### src/rtl/cpu_pkg.sv
// rtl/cpu_pkg.sv - shared RV32 core constants, control word type and ID/EX helpers
package cpu_pkg;

   localparam int XLEN = 32;

   localparam logic [6:0] R_TYPE     = 7'b0110011;
   localparam logic [6:0] I_TYPE_ALU = 7'b0010011;
   localparam logic [6:0] I_TYPE_LW  = 7'b0000011;
   localparam logic [6:0] S_TYPE     = 7'b0100011;
   localparam logic [6:0] SB_TYPE    = 7'b1100011;

   localparam logic [1:0] ALUOP_SUB   = 2'b00;
   localparam logic [1:0] ALUOP_ADD   = 2'b01;
   localparam logic [1:0] ALUOP_RTYPE = 2'b10;
   localparam logic [1:0] ALUOP_ITYPE = 2'b11;

   typedef struct packed {
      logic [1:0] ALUOp;
      logic       ALUSrc;
      logic       RegWrite;
      logic       MemtoReg;
      logic       MemRead;
      logic       MemWrite;
   } ctrl_t;

   localparam ctrl_t CTRL_BUBBLE = '{ALUOp: ALUOP_SUB, ALUSrc: 1'b0, RegWrite: 1'b0,
                                     MemtoReg: 1'b0, MemRead: 1'b0, MemWrite: 1'b0};

   typedef enum logic {RUN = 1'b0, PEND = 1'b1} flush_state_t;

   function automatic logic [31:0] sat_inc(input logic [31:0] v);
      return (&v) ? v : v + 32'd1;
   endfunction

endpackage

### src/rtl/hazard_detect.sv
// rtl/hazard_detect.sv - combinational load-use hazard detection for the ID/EX boundary
module hazard_detect
   import cpu_pkg::*;
(
   input  logic       ex_mem_read,
   input  logic [4:0] ex_rd_addr,
   input  logic [4:0] id_rs1_addr,
   input  logic [4:0] id_rs2_addr,
   input  logic       mem_stall,
   output logic       luh,
   output logic       no_op,
   output logic       pc_write,
   output logic       ifid_write
);

   // Matches on address alone; whether the ID instruction really reads rs2 is not decoded here.
   assign luh = ex_mem_read && (ex_rd_addr != 5'd0) &&
                ((ex_rd_addr == id_rs1_addr) || (ex_rd_addr == id_rs2_addr));

   assign no_op      = luh;
   assign pc_write   = ~luh & ~mem_stall;
   assign ifid_write = ~luh & ~mem_stall;

endmodule

### src/rtl/id_ex_stage.sv
// rtl/id_ex_stage.sv - ID/EX pipeline register with load-use bubbles and stall-safe flush; optional HAZARD_CNT_EN counters
module id_ex_stage
   import cpu_pkg::*;
(
   input  logic            clk_i,
   input  logic            rst_i,
   input  logic [1:0]      ALUOp_i,
   input  logic            ALUSrc_i,
   input  logic            RegWrite_i,
   input  logic            MemtoReg_i,
   input  logic            MemRead_i,
   input  logic            MemWrite_i,
   input  logic [XLEN-1:0] RS1data_i,
   input  logic [XLEN-1:0] RS2data_i,
   input  logic [XLEN-1:0] Imm_i,
   input  logic [9:0]      funct_i,
   input  logic [4:0]      RS1addr_i,
   input  logic [4:0]      RS2addr_i,
   input  logic [4:0]      RDaddr_i,
   input  logic            flush_i,
   input  logic            mem_stall_i,
   output logic            NoOp_o,
   output logic            PCWrite_o,
   output logic            IFIDWrite_o,
   output logic [1:0]      ALUOp_o,
   output logic            ALUSrc_o,
   output logic            RegWrite_o,
   output logic            MemtoReg_o,
   output logic            MemRead_o,
   output logic            MemWrite_o,
   output logic [XLEN-1:0] RS1data_o,
   output logic [XLEN-1:0] RS2data_o,
   output logic [XLEN-1:0] Imm_o,
   output logic [9:0]      funct_o,
   output logic [4:0]      RS1addr_o,
   output logic [4:0]      RS2addr_o,
   output logic [4:0]      RDaddr_o
`ifdef HAZARD_CNT_EN
   ,
   output logic [31:0]     luh_cnt_o,
   output logic [31:0]     flush_cnt_o,
   output logic [31:0]     stall_cnt_o
`endif
);

   ctrl_t        ctrl_q;
   flush_state_t state;
   logic         luh;
   logic         flush_req;

   hazard_detect u_hazard_detect (
      .ex_mem_read (ctrl_q.MemRead),
      .ex_rd_addr  (RDaddr_o),
      .id_rs1_addr (RS1addr_i),
      .id_rs2_addr (RS2addr_i),
      .mem_stall   (mem_stall_i),
      .luh         (luh),
      .no_op       (NoOp_o),
      .pc_write    (PCWrite_o),
      .ifid_write  (IFIDWrite_o)
   );

   assign flush_req = flush_i | (state == PEND);

   assign ALUOp_o    = ctrl_q.ALUOp;
   assign ALUSrc_o   = ctrl_q.ALUSrc;
   assign RegWrite_o = ctrl_q.RegWrite;
   assign MemtoReg_o = ctrl_q.MemtoReg;
   assign MemRead_o  = ctrl_q.MemRead;
   assign MemWrite_o = ctrl_q.MemWrite;

   // Bubbles zero the address fields too, so RDaddr_o = 0 can never re-raise luh.
   always_ff @(posedge clk_i or posedge rst_i) begin
      if (rst_i) begin
         ctrl_q    <= CTRL_BUBBLE;
         RS1data_o <= '0;
         RS2data_o <= '0;
         Imm_o     <= '0;
         funct_o   <= '0;
         RS1addr_o <= '0;
         RS2addr_o <= '0;
         RDaddr_o  <= '0;
         state     <= RUN;
      end else if (mem_stall_i) begin
         if (flush_i) state <= PEND;
      end else if (flush_req || luh) begin
         ctrl_q    <= CTRL_BUBBLE;
         RS1data_o <= '0;
         RS2data_o <= '0;
         Imm_o     <= '0;
         funct_o   <= '0;
         RS1addr_o <= '0;
         RS2addr_o <= '0;
         RDaddr_o  <= '0;
         state     <= RUN;
      end else begin
         ctrl_q    <= '{ALUOp: ALUOp_i, ALUSrc: ALUSrc_i, RegWrite: RegWrite_i,
                        MemtoReg: MemtoReg_i, MemRead: MemRead_i, MemWrite: MemWrite_i};
         RS1data_o <= RS1data_i;
         RS2data_o <= RS2data_i;
         Imm_o     <= Imm_i;
         funct_o   <= funct_i;
         RS1addr_o <= RS1addr_i;
         RS2addr_o <= RS2addr_i;
         RDaddr_o  <= RDaddr_i;
      end
   end

`ifdef HAZARD_CNT_EN
   always_ff @(posedge clk_i or posedge rst_i) begin
      if (rst_i) begin
         luh_cnt_o   <= '0;
         flush_cnt_o <= '0;
         stall_cnt_o <= '0;
      end else if (mem_stall_i) begin
         stall_cnt_o <= sat_inc(stall_cnt_o);
      end else if (flush_req) begin
         flush_cnt_o <= sat_inc(flush_cnt_o);
      end else if (luh) begin
         luh_cnt_o   <= sat_inc(luh_cnt_o);
      end
   end
`endif

endmodule

### config.mk
export PLATFORM = sky130hd
export DESIGN_NAME = id_ex_stage
export DESIGN_NICKNAME = d
export VERILOG_FILES = /design/src/rtl/cpu_pkg.sv /design/src/rtl/hazard_detect.sv /design/src/rtl/id_ex_stage.sv
export SDC_FILE = /design/constraint.sdc
export NUM_CORES = 1
export LEC_CHECK = 0
export CELL_PAD_IN_SITES_DETAIL_PLACEMENT = 0
export CELL_PAD_IN_SITES_GLOBAL_PLACEMENT = 1
export CORE_ASPECT_RATIO = 1.1
export CORE_MARGIN = 4
export CORE_UTILIZATION = 31
export CTS_CLUSTER_SIZE = 8
export DETAILED_ROUTE_END_ITERATION = 10
export GPL_ROUTABILITY_DRIVEN = 0
export PLACE_DENSITY_LB_ADDON = 0.08
export SLEW_MARGIN = 20
export SYNTH_ARGS = -nofsm -noshare
export SYNTH_HDL_FRONTEND = slang
export SYNTH_HIERARCHICAL = 1
export SYNTH_SLANG_ARGS = --single-unit
### constraint.sdc
create_clock -name clk_i -period 4.53 [get_ports clk_i]
set_input_delay 0.6795 -clock clk_i [delete_from_list [all_inputs] [get_ports clk_i]]
set_output_delay 0.6795 -clock clk_i [all_outputs]
set_load 0.02 [all_outputs]
; ---- Yosys cells after proc, flatten, opt, wreduce, memory -nomap -nowiden
; Index checks and enable logic that the tools add are counted.
[op_classes]
eq_ne = 3
bitwise_logic = 4
n_reduce_logical = 7
n_mux = 11
[op_table]
columns = operator, count
row1 = 32-bit 2-to-1 mux, 3
row2 = 5-bit 2-to-1 mux, 3
row3 = 5-bit equality test, 2
row4 = 10-bit 2-to-1 mux, 1
row5 = 7-bit 2-to-1 mux, 1
row6 = 5-bit nonzero test, 1
row7 = 1-bit 2-to-1 mux, 3
row8 = 1-bit logical AND, 2
row9 = 1-bit logical OR, 2
row10 = 2-bit != test (second input constant), 1
row11 = 1-bit NOT, 2
row12 = 2-bit AND reduction, 1
row13 = 2-bit nonzero test, 1
row14 = 1-bit bitwise AND, 1
row15 = 1-bit OR, 1
[totals]
elab_cells = 39
inputBits = 132
ff_bits = 129

; ---- Longest topological paths before layout
; Gate-level depths: netlist (run 1).
[logic_depth]
ltp_word = 6
depth_mapped = 8

; ---- By module
; Netlist (run 1), hierarchy kept.
[modules_own_cells]
columns = module, seq_area_each_um2, area_per_inst_um2, instances, cells_per_inst
row1 = id_ex_stage, 3228.1, 5759.3, 1, 558
row2 = hazard_detect, 0.0, 156.4, 1, 22

; ---- Worst setup path before layout (run 1)
; No wires, ideal clock.
[synth_path]
path_type = input -> output
from = input port RS2addr_i[4]
to = output port PCWrite_o
required_ns = 3.851
arrival_time_ns = 1.659
cell_stages = 5
setup_slack_ns = 2.192
path_buffers = 1
path_cell_list = xnor2_1 > nand3_1 > o22ai_1 > a31oi_1 > buf_4
[synth_between]
elab_chain_cells = 5
[synth_lines]
columns = element, line_no
row1 = start: declaration, id_ex_stage.sv:18  ; input logic [4:0] RS2addr_i,
row2 = 5-bit equality test, hazard_detect.sv:18  ; ((ex_rd_addr == id_rs1_addr) || (ex_rd_addr == id_rs2_addr));
row3 = 1-bit logical OR, hazard_detect.sv:18
row4 = 1-bit logical AND, hazard_detect.sv:17  ; assign luh = ex_mem_read && (ex_rd_addr != 5'd0) &&
row5 = 1-bit NOT, --
row6 = 1-bit bitwise AND, --
row7 = end: declaration, id_ex_stage.sv:23  ; output logic PCWrite_o,
; Every way passes these cells.

; ---- Final worst setup path (run 1)
[layout_path]
from = input port RS1addr_i[4]
to = output port NoOp_o
[layout_between]
elab_chain_cells = 3
[layout_lines]
columns = element, line_no
row1 = start: declaration, id_ex_stage.sv:17  ; input logic [4:0] RS1addr_i,
row2 = 5-bit equality test, hazard_detect.sv:18
row3 = 1-bit logical OR, hazard_detect.sv:18
row4 = 1-bit logical AND, hazard_detect.sv:17
row5 = end: declaration, id_ex_stage.sv:22  ; output logic NoOp_o,
; Every way passes these cells.

==> results of run 1 <==
[power by group]
group	switching (mW)	internal, mW	leakage (nW)
registers	0.0497	1.24	1.72
logic	0.321	0.328	1.81
clock network	0.513	0.993	0.310
[placed cells by master, fill, tap and decap left out, types with 2 or more instances in the layout]
cell             netlist  final
clkdlybuf4s50_1        0    261
nand2_1              131    131
dfrtp_1              129    129
nand2b_1             128    128
o21ai_2               81     81
o21ai_1               39     39
clkbuf_16              0     17
xnor2_1               10     10
o21ai_0                8      8
bufinv_16              0      5
clkinvlp_4             0      3
buf_12                 0      3
clkinv_4               0      2
clkinv_2               0      2
buf_4                  2      2
[final timing paths]
path / depth (start not counted) / from / to / slack (ns)
hold reg to reg: 2 / RS2data_o[5] / RS2data_o[5] / 0.48
setup reg to reg: 7 / RDaddr_o[4] / Imm_o[18] / 2.02
min in group asynchronous: 2 / rst_i / Imm_o[31] / 0.80
hold / removal: 2 / RS2data_o[5] / RS2data_o[5] / 0.48
setup / recovery: 6 / RS1addr_i[4] / NoOp_o / 1.36
max in group asynchronous: 3 / rst_i / Imm_o[6] / 2.88
[per-layer routing]
metal | vias to the layer above | share of wire | GRT usage
met4 | 2 | 0.028 | 0.06230
met2 | 164 | 0.47 | 0.2517
li1 | 2375 | - | -
met1 | 2246 | 0.42 | 0.1921
met3 | 28 | 0.078 | 0.06094
met5 | - | 0.00077 | 0
[area by class of cell]
type                            count  area [sq um]  share of cell area
Tap cell                          243         304.0             0.03278
Inverter                            1         6.256           0.0006745
Clock inverter                     13         209.0             0.02253
Multi-Input combinational cell    406          2386              0.2573
Sequential cell                   129          3228              0.3480
Timing Repair Buffer              267          2699              0.2910
Clock buffer                       19         442.9             0.04775
[logic make-up after synthesis]
family | after synthesis | share of synthesized area
AO/OA/AOI/OAI | 131 | 0.1631
AND/OR/NAND/NOR | 265 | 0.2255
XOR/XNOR | 10 | 0.01480
buffers and inverters | 45 | 0.05097
flip-flops | 129 | 0.5457
[flip-flops by register name, indices dropped and copies added, names as in the netlist, 2 cells and up]
signal / count
Imm_o: 32
RS1data_o: 32
RS2data_o: 32
funct_o: 10
RDaddr_o: 5
RS1addr_o: 5
RS2addr_o: 5
ALUOp_o: 2
[cell usage after synthesis (all sizes together)]
library cell,n,area [sq um]
or3,1,11.26
clkbuf,12,45.04
nor3,1,5.000
nand3,2,15.01
xnor2,10,87.58
a31oi,1,6.260
inv,1,3.750
nand2,131,491.7
nand2b,128,800.8
nor2,1,3.750
and3,1,6.260
buf,32,252.7
o21ai,128,944.7
o21a,1,7.510
dfrtp,129,3228
o22ai,1,6.260
[worst max-delay path, cell delays in order]
cell and delay [ns]:
clkdlybuf4s50_1 0.44, xnor2_1 0.26, nand3_2 0.10, o22ai_1 0.19, and3_1 0.21, clkdlybuf4s50_1 0.62
[through the flow]
stage	cell area [sq um]	hold slack, ns	std cells
2_1_floorplan	5916	0.4652	580
3_3_place_gp	8623	0.4634	1046
3_5_place_dp	8623	0.4669	1046
4_1_cts	9275	0.4828	1078
5_1_grt	9275	0.4937	1078
6_report	9275	0.4776	1078
==> results.md, run 1 <==
- Status: finished clean
- CP Class: in2out
- Least-Margin Pin Slew: roughly 0.86 ns
- Worst Path Arrival: 2.49 ns
- Share of layout cells above drive strength 1: 0.1449
- Root Driver: clkbuf_16
- Top Ports: 263
- Ant diodes: 0
- Die height: about 150 um
- Power Density: 370.8 nW/um^2
- Post-synth cell types: 21
- P_leak: 3.837 nW
- Synth Register Bits: 129
- Mapped Cells: 580
- Die Wd: around 140 um
- Pre-CTS WS: 1.357 ns
- H-tree depth reported by CTS: 4
- Largest net degree at the start of global routing: approximately 110
- Final setup margin: 1.356 ns
- Starting Density: 0.3179
- Yosys warning count: 6
- FP Rows: 52
- Final period utilization: 0.7006
- Core area: 18610 sq um
- First-pass GRT wire length: between 20000 and 30000 um
- Final Hold Vio Count: 0
- Total congestion overflow: 0
- Die area: ~21000 sq um
- Post-Syn Area: 5916 sq um
- Hold WC Path Type: reg2reg
- Post CTS Setup Buffer Count: 0
- Worst-Skew Late Latency: about 0.41 ns
- Via density: around 4.5
- Post-layout min period: approximately 3.2 ns
- Clock transition at the registers of the reported paths: 0.06 ns
- CTS tree: yes
- Worst setup SP type: input port
- WL per Instance: roughly 16 um
- Mapped Avg Cell Area: 10.20 sq um
- Dpl hpwl: 12010 um
- Clock buffer depth: 2
- Initial antenna violation count: 1
- Fin. max-slew vios: 0
- Routed WL: between 15000 and 20000 um
- CTS buffer count: 17
- Sequential-to-total area share from yosys stat: 0.5457
- Post-CTS sizing: 0
- Crit path required time: between 3 and 4 ns
- Clock sink total: about 130
- Drt initial violations: 241
- Hold Buf Count CTS: 0
- Area grow syn2layout: 56.79%
- Overall Global Routing Usage: 0.1575
- Drt first pass iters: 4
- Worst clock skew: approximately 0.0090 ns
- Number of global-route vias before repair: 4998
- Peak supply drop: 0.2310 mV
- Detailed-route DRC error count: 0
- Number of port buffers: 262
- Critical Path Sink Type: primary output
- Unrepaired setup endpoints after global routing: false
- Filler cell count: around 1800
- Max_cap viols: 0
- Total power: 3.439 mW
- Slew headroom: 0.4256
- # setup viols final: 0
- Via Count: 4815
- ANT nets after route: 0
- Util after Layout: 0.4985
- Max Fclk: 315.1 MHz
- Syn Nets: between 700 and 800
- Setup TNS: 0 ns
- Crit-path max FO: 2
- Nets: 954
(Power assumes the default switching activity.)
==> run 2, diff against run 1 <==
==> constraint.sdc (replaced) <==
create_clock -name clk_i -period 3.2 [get_ports clk_i]
set_input_delay 0.48 -clock clk_i [delete_from_list [all_inputs] [get_ports clk_i]]
set_output_delay 0.48 -clock clk_i [all_outputs]
set_load 0.02 [all_outputs]
==> results.md, run 2 (synthesis gave the netlist of run 1 again) <==
- Nets: 954 (unchanged)
- Max Fclk: 359.7 MHz
- Worst R2R Start: RDaddr_o[4]
- Cell count of the worst reg-to-reg path: 7 (unchanged)
- Clock buffer depth: 2 (unchanged)
- Hold path endpoint: RS1data_o[20]
- Sequential Power Share: 0.401 (+0.027)
- CTS tree: yes
- CP startpoint: RS1addr_i[4]
- DP Area: 8637 sq um (+0.16%)
- Setup TNS: 0 ns (unchanged)
- Commonest non-fill, non-tap cell in the layout: clkdlybuf4s50_1
- Die Wd: 139.7 um (unchanged)
- Detailed-route DRC error count: 0 (unchanged)
- Ant diodes: 0 (unchanged)
- Slew headroom: 0.4213 (-0.004235)
- Clock transition at the registers of the reported paths: 0.06 ns (about the same)
- Area grow syn2layout: 55.41%
- Hold Buf Count CTS: 0 (unchanged)
- P_leak: 3.787 nW (-1.3%)
- Peak supply drop: 0.3523 mV (+52%)
- FP Rows: 52 (unchanged)
- Switching Share: 0.2746 (+0.01780)
- Switching power: 1.248 mW (+41%)
- Root Driver: clkbuf_16
- CTS buffer count: 17 (unchanged)
- Crit path required time: 2.72 ns (-1.13 ns)
- Number of port buffers: 262 (unchanged)
- Max incr delay on CP: 0.61 ns (about the same)
- Reg2reg end: Imm_o[9]
- Final Hold Vio Count: 0 (unchanged)
- Multi-input gate area: 2386 sq um (unchanged)
- Worst Path Arrival: 2.30 ns (-0.19 ns)
- WP buf/inv: 2 (unchanged)
- Worst setup SP type: input port
- Slowest cell on crit path: clkdlybuf4s50_1
- Overall Global Routing Usage: 0.1572 (-0.0003285)
- Worst clock skew: 0.006414 ns (-0.002580 ns)
- Most frequent cells in the layout: 261 x clkdlybuf4s50_1, 131 x nand2_1, 129 x dfrtp_1
- Comb pwr share: 0.203 (+0.014)
- Total congestion overflow: 0 (unchanged)
- Int Power: 3.296 mW (+29%)
- Least-Margin Pin Slew: 0.8680 ns (+0.006352 ns)
- WL per Instance: 15.58 um (-0.98%)
- Power Density: 494.3 nW/um^2 (+33%)
- Drt first pass iters: 4 (unchanged)
- Initial antenna violation count: 0 (-1)
- Critical Path Sink Type: primary output
- Fin. max-slew vios: 0 (unchanged)
- Largest net degree at the start of global routing: 258 (+140%)
- H-tree depth reported by CTS: 4 (unchanged)
- Hold Crit Start: RS1data_o[20]
- Register Area: 3228 sq um (unchanged)
- Crit-path max FO: 2 (unchanged)
- Die height: 152.9 um (unchanged)
- Hold WC Path Type: reg2reg
- Crit-path most repeated cell: clkdlybuf4s50_1
- Top Ports: 263 (unchanged)
- Hold depth: 2 (unchanged)
- Clk network pwr share: 0.397 (-0.041)
- ANT nets after route: 0 (unchanged)
- Post-layout min period: 2.780 ns
- Core area: 18610 sq um (unchanged)
- Status: finished clean
- First-pass GRT wire length: 27140 um (+1.1%)
- Share of layout cells above drive strength 1: 0.1461 (+0.001198)
- Die area: 21360 sq um (unchanged)
- Post CTS Setup Buffer Count: 0 (unchanged)
- Cell class contributing the biggest share of worst-path delay: buffers and inverters
- Top flop regs: Imm_o (32), RS1data_o (32), RS2data_o (32)
- Cell area after layout: 9194 sq um (-0.88%)
- Via Count: 4753 (-1.3%)
- R2r setup slk: 1.03 ns (-0.99 ns)
- Routed WL: 16790 um (-0.98%)
- Crit-path cells: clkdlybuf4s50_1 -> xnor2_1 -> nand3_2 -> o22ai_1 -> and3_1 -> clkdlybuf4s50_1
- Hold Slack: 0.4773 ns (-0.0003490 ns)
- CP Class: in2out
- Worst-Skew Late Latency: 0.41 ns (about the same)
- Via density: 4.409 (-1.3%)
- Drt initial violations: 212 (-12%)
- Filler cell count: 1838 (+4.2%)
- Number of global-route vias before repair: 4910 (-1.8%)
- Clock sink total: 129 (unchanged)
- Final period utilization: 0.8689
- # setup viols final: 0 (unchanged)
- Starting Density: 0.3179 (unchanged)
- Max_cap viols: 0 (unchanged)
- Post-CTS sizing: 0 (unchanged)
- Unrepaired setup endpoints after global routing: false
- Dpl hpwl: 11590 um (-3.6%)
- Util after Layout: 0.4941 (-0.004370)
==> run 2: changes by cell type in the layout (fill, tap and decap cells not counted), sizes merged <==
| cell | change |
|---|---|
| bufinv | -4 |
| clkbuf | -1 |
| inv | -2 |
| clkinvlp | +4 |
| clkinv | +3 |
==> run 2: final cells by class <==
cell class                      instances  share of cell area
Clock inverter                         14             0.01279
Timing Repair Buffer                  267              0.2949
Inverter                                1           0.0008165
Tap cell                              243             0.03307
Multi-Input combinational cell        406              0.2595
Sequential cell                       129              0.3511
Clock buffer                           18             0.04777
==> run 2: worst max-delay path by stage <==
stage / to / slack (ns) / cells past startpoint
2_1_floorplan: ALUOp_o[0] / 1.12 / 1
4_1_cts: NoOp_o / 0.40 / 5
3_5_place_dp: NoOp_o / 0.43 / 6
6_report: NoOp_o / 0.42 / 6
5_1_grt: NoOp_o / 0.31 / 5
3_3_place_gp: NoOp_o / 0.47 / 6
==> run 2: tightest hold or removal path: cells and delay by family (launching register included) <==
family	cells	cell delay [ns]
simple gates	1	0.06
compound gates	1	0.05
flops	1	0.34
==> run 2: per-layer routing <==
layer / global-route usage / vias to the layer above / part of all wire
li1: - / 2366 / -
met1: 0.1967 / 2207 / 0.43
met2: 0.2558 / 158 / 0.49
met3: 0.05094 / 22 / 0.067
met4: 0.05538 / 0 / 0.019
met5: 0 / - / 0
==> run 2: power groups by stage <==
stage | registers, mW | clock network, mW | logic, mW
after floorplan | 1.99 | 0 | 0.320
after global placement | 1.84 | 0 | 0.930
after detailed placement | 1.85 | 0 | 0.935
after CTS | 1.82 | 1.87 | 0.938
after global routing | 1.84 | 1.94 | 0.992
final | 1.82 | 1.80 | 0.921
==> run 2: through the flow <==
step | instances | setup slack [ns] | total power [mW]
5_1_grt | 1078 | 0.3052 | 4.766
2_1_floorplan | 580 | 1.125 | 2.307
4_1_cts | 1078 | 0.3967 | 4.630
3_5_place_dp | 1046 | 0.4289 | 2.784
3_3_place_gp | 1046 | 0.4696 | 2.773
6_report | 1078 | 0.4197 | 4.545
==> run 3, diff against run 2 <==
--- a/config.mk
+++ b/config.mk
@@ -5,6 +5,7 @@
 export SDC_FILE = /design/constraint.sdc
 export NUM_CORES = 1
 export LEC_CHECK = 0
+export ABC_CLOCK_PERIOD_IN_PS = 3200
 export CELL_PAD_IN_SITES_DETAIL_PLACEMENT = 0
 export CELL_PAD_IN_SITES_GLOBAL_PLACEMENT = 1
 export CORE_ASPECT_RATIO = 1.1
@@ -19,3 +20,4 @@
 export SYNTH_HDL_FRONTEND = slang
 export SYNTH_HIERARCHICAL = 1
 export SYNTH_SLANG_ARGS = --single-unit
+export TNS_END_PERCENT = 100
==> results of run 3 <==
Same layout as run 2: the final DEF is identical, and so are final timing and power.
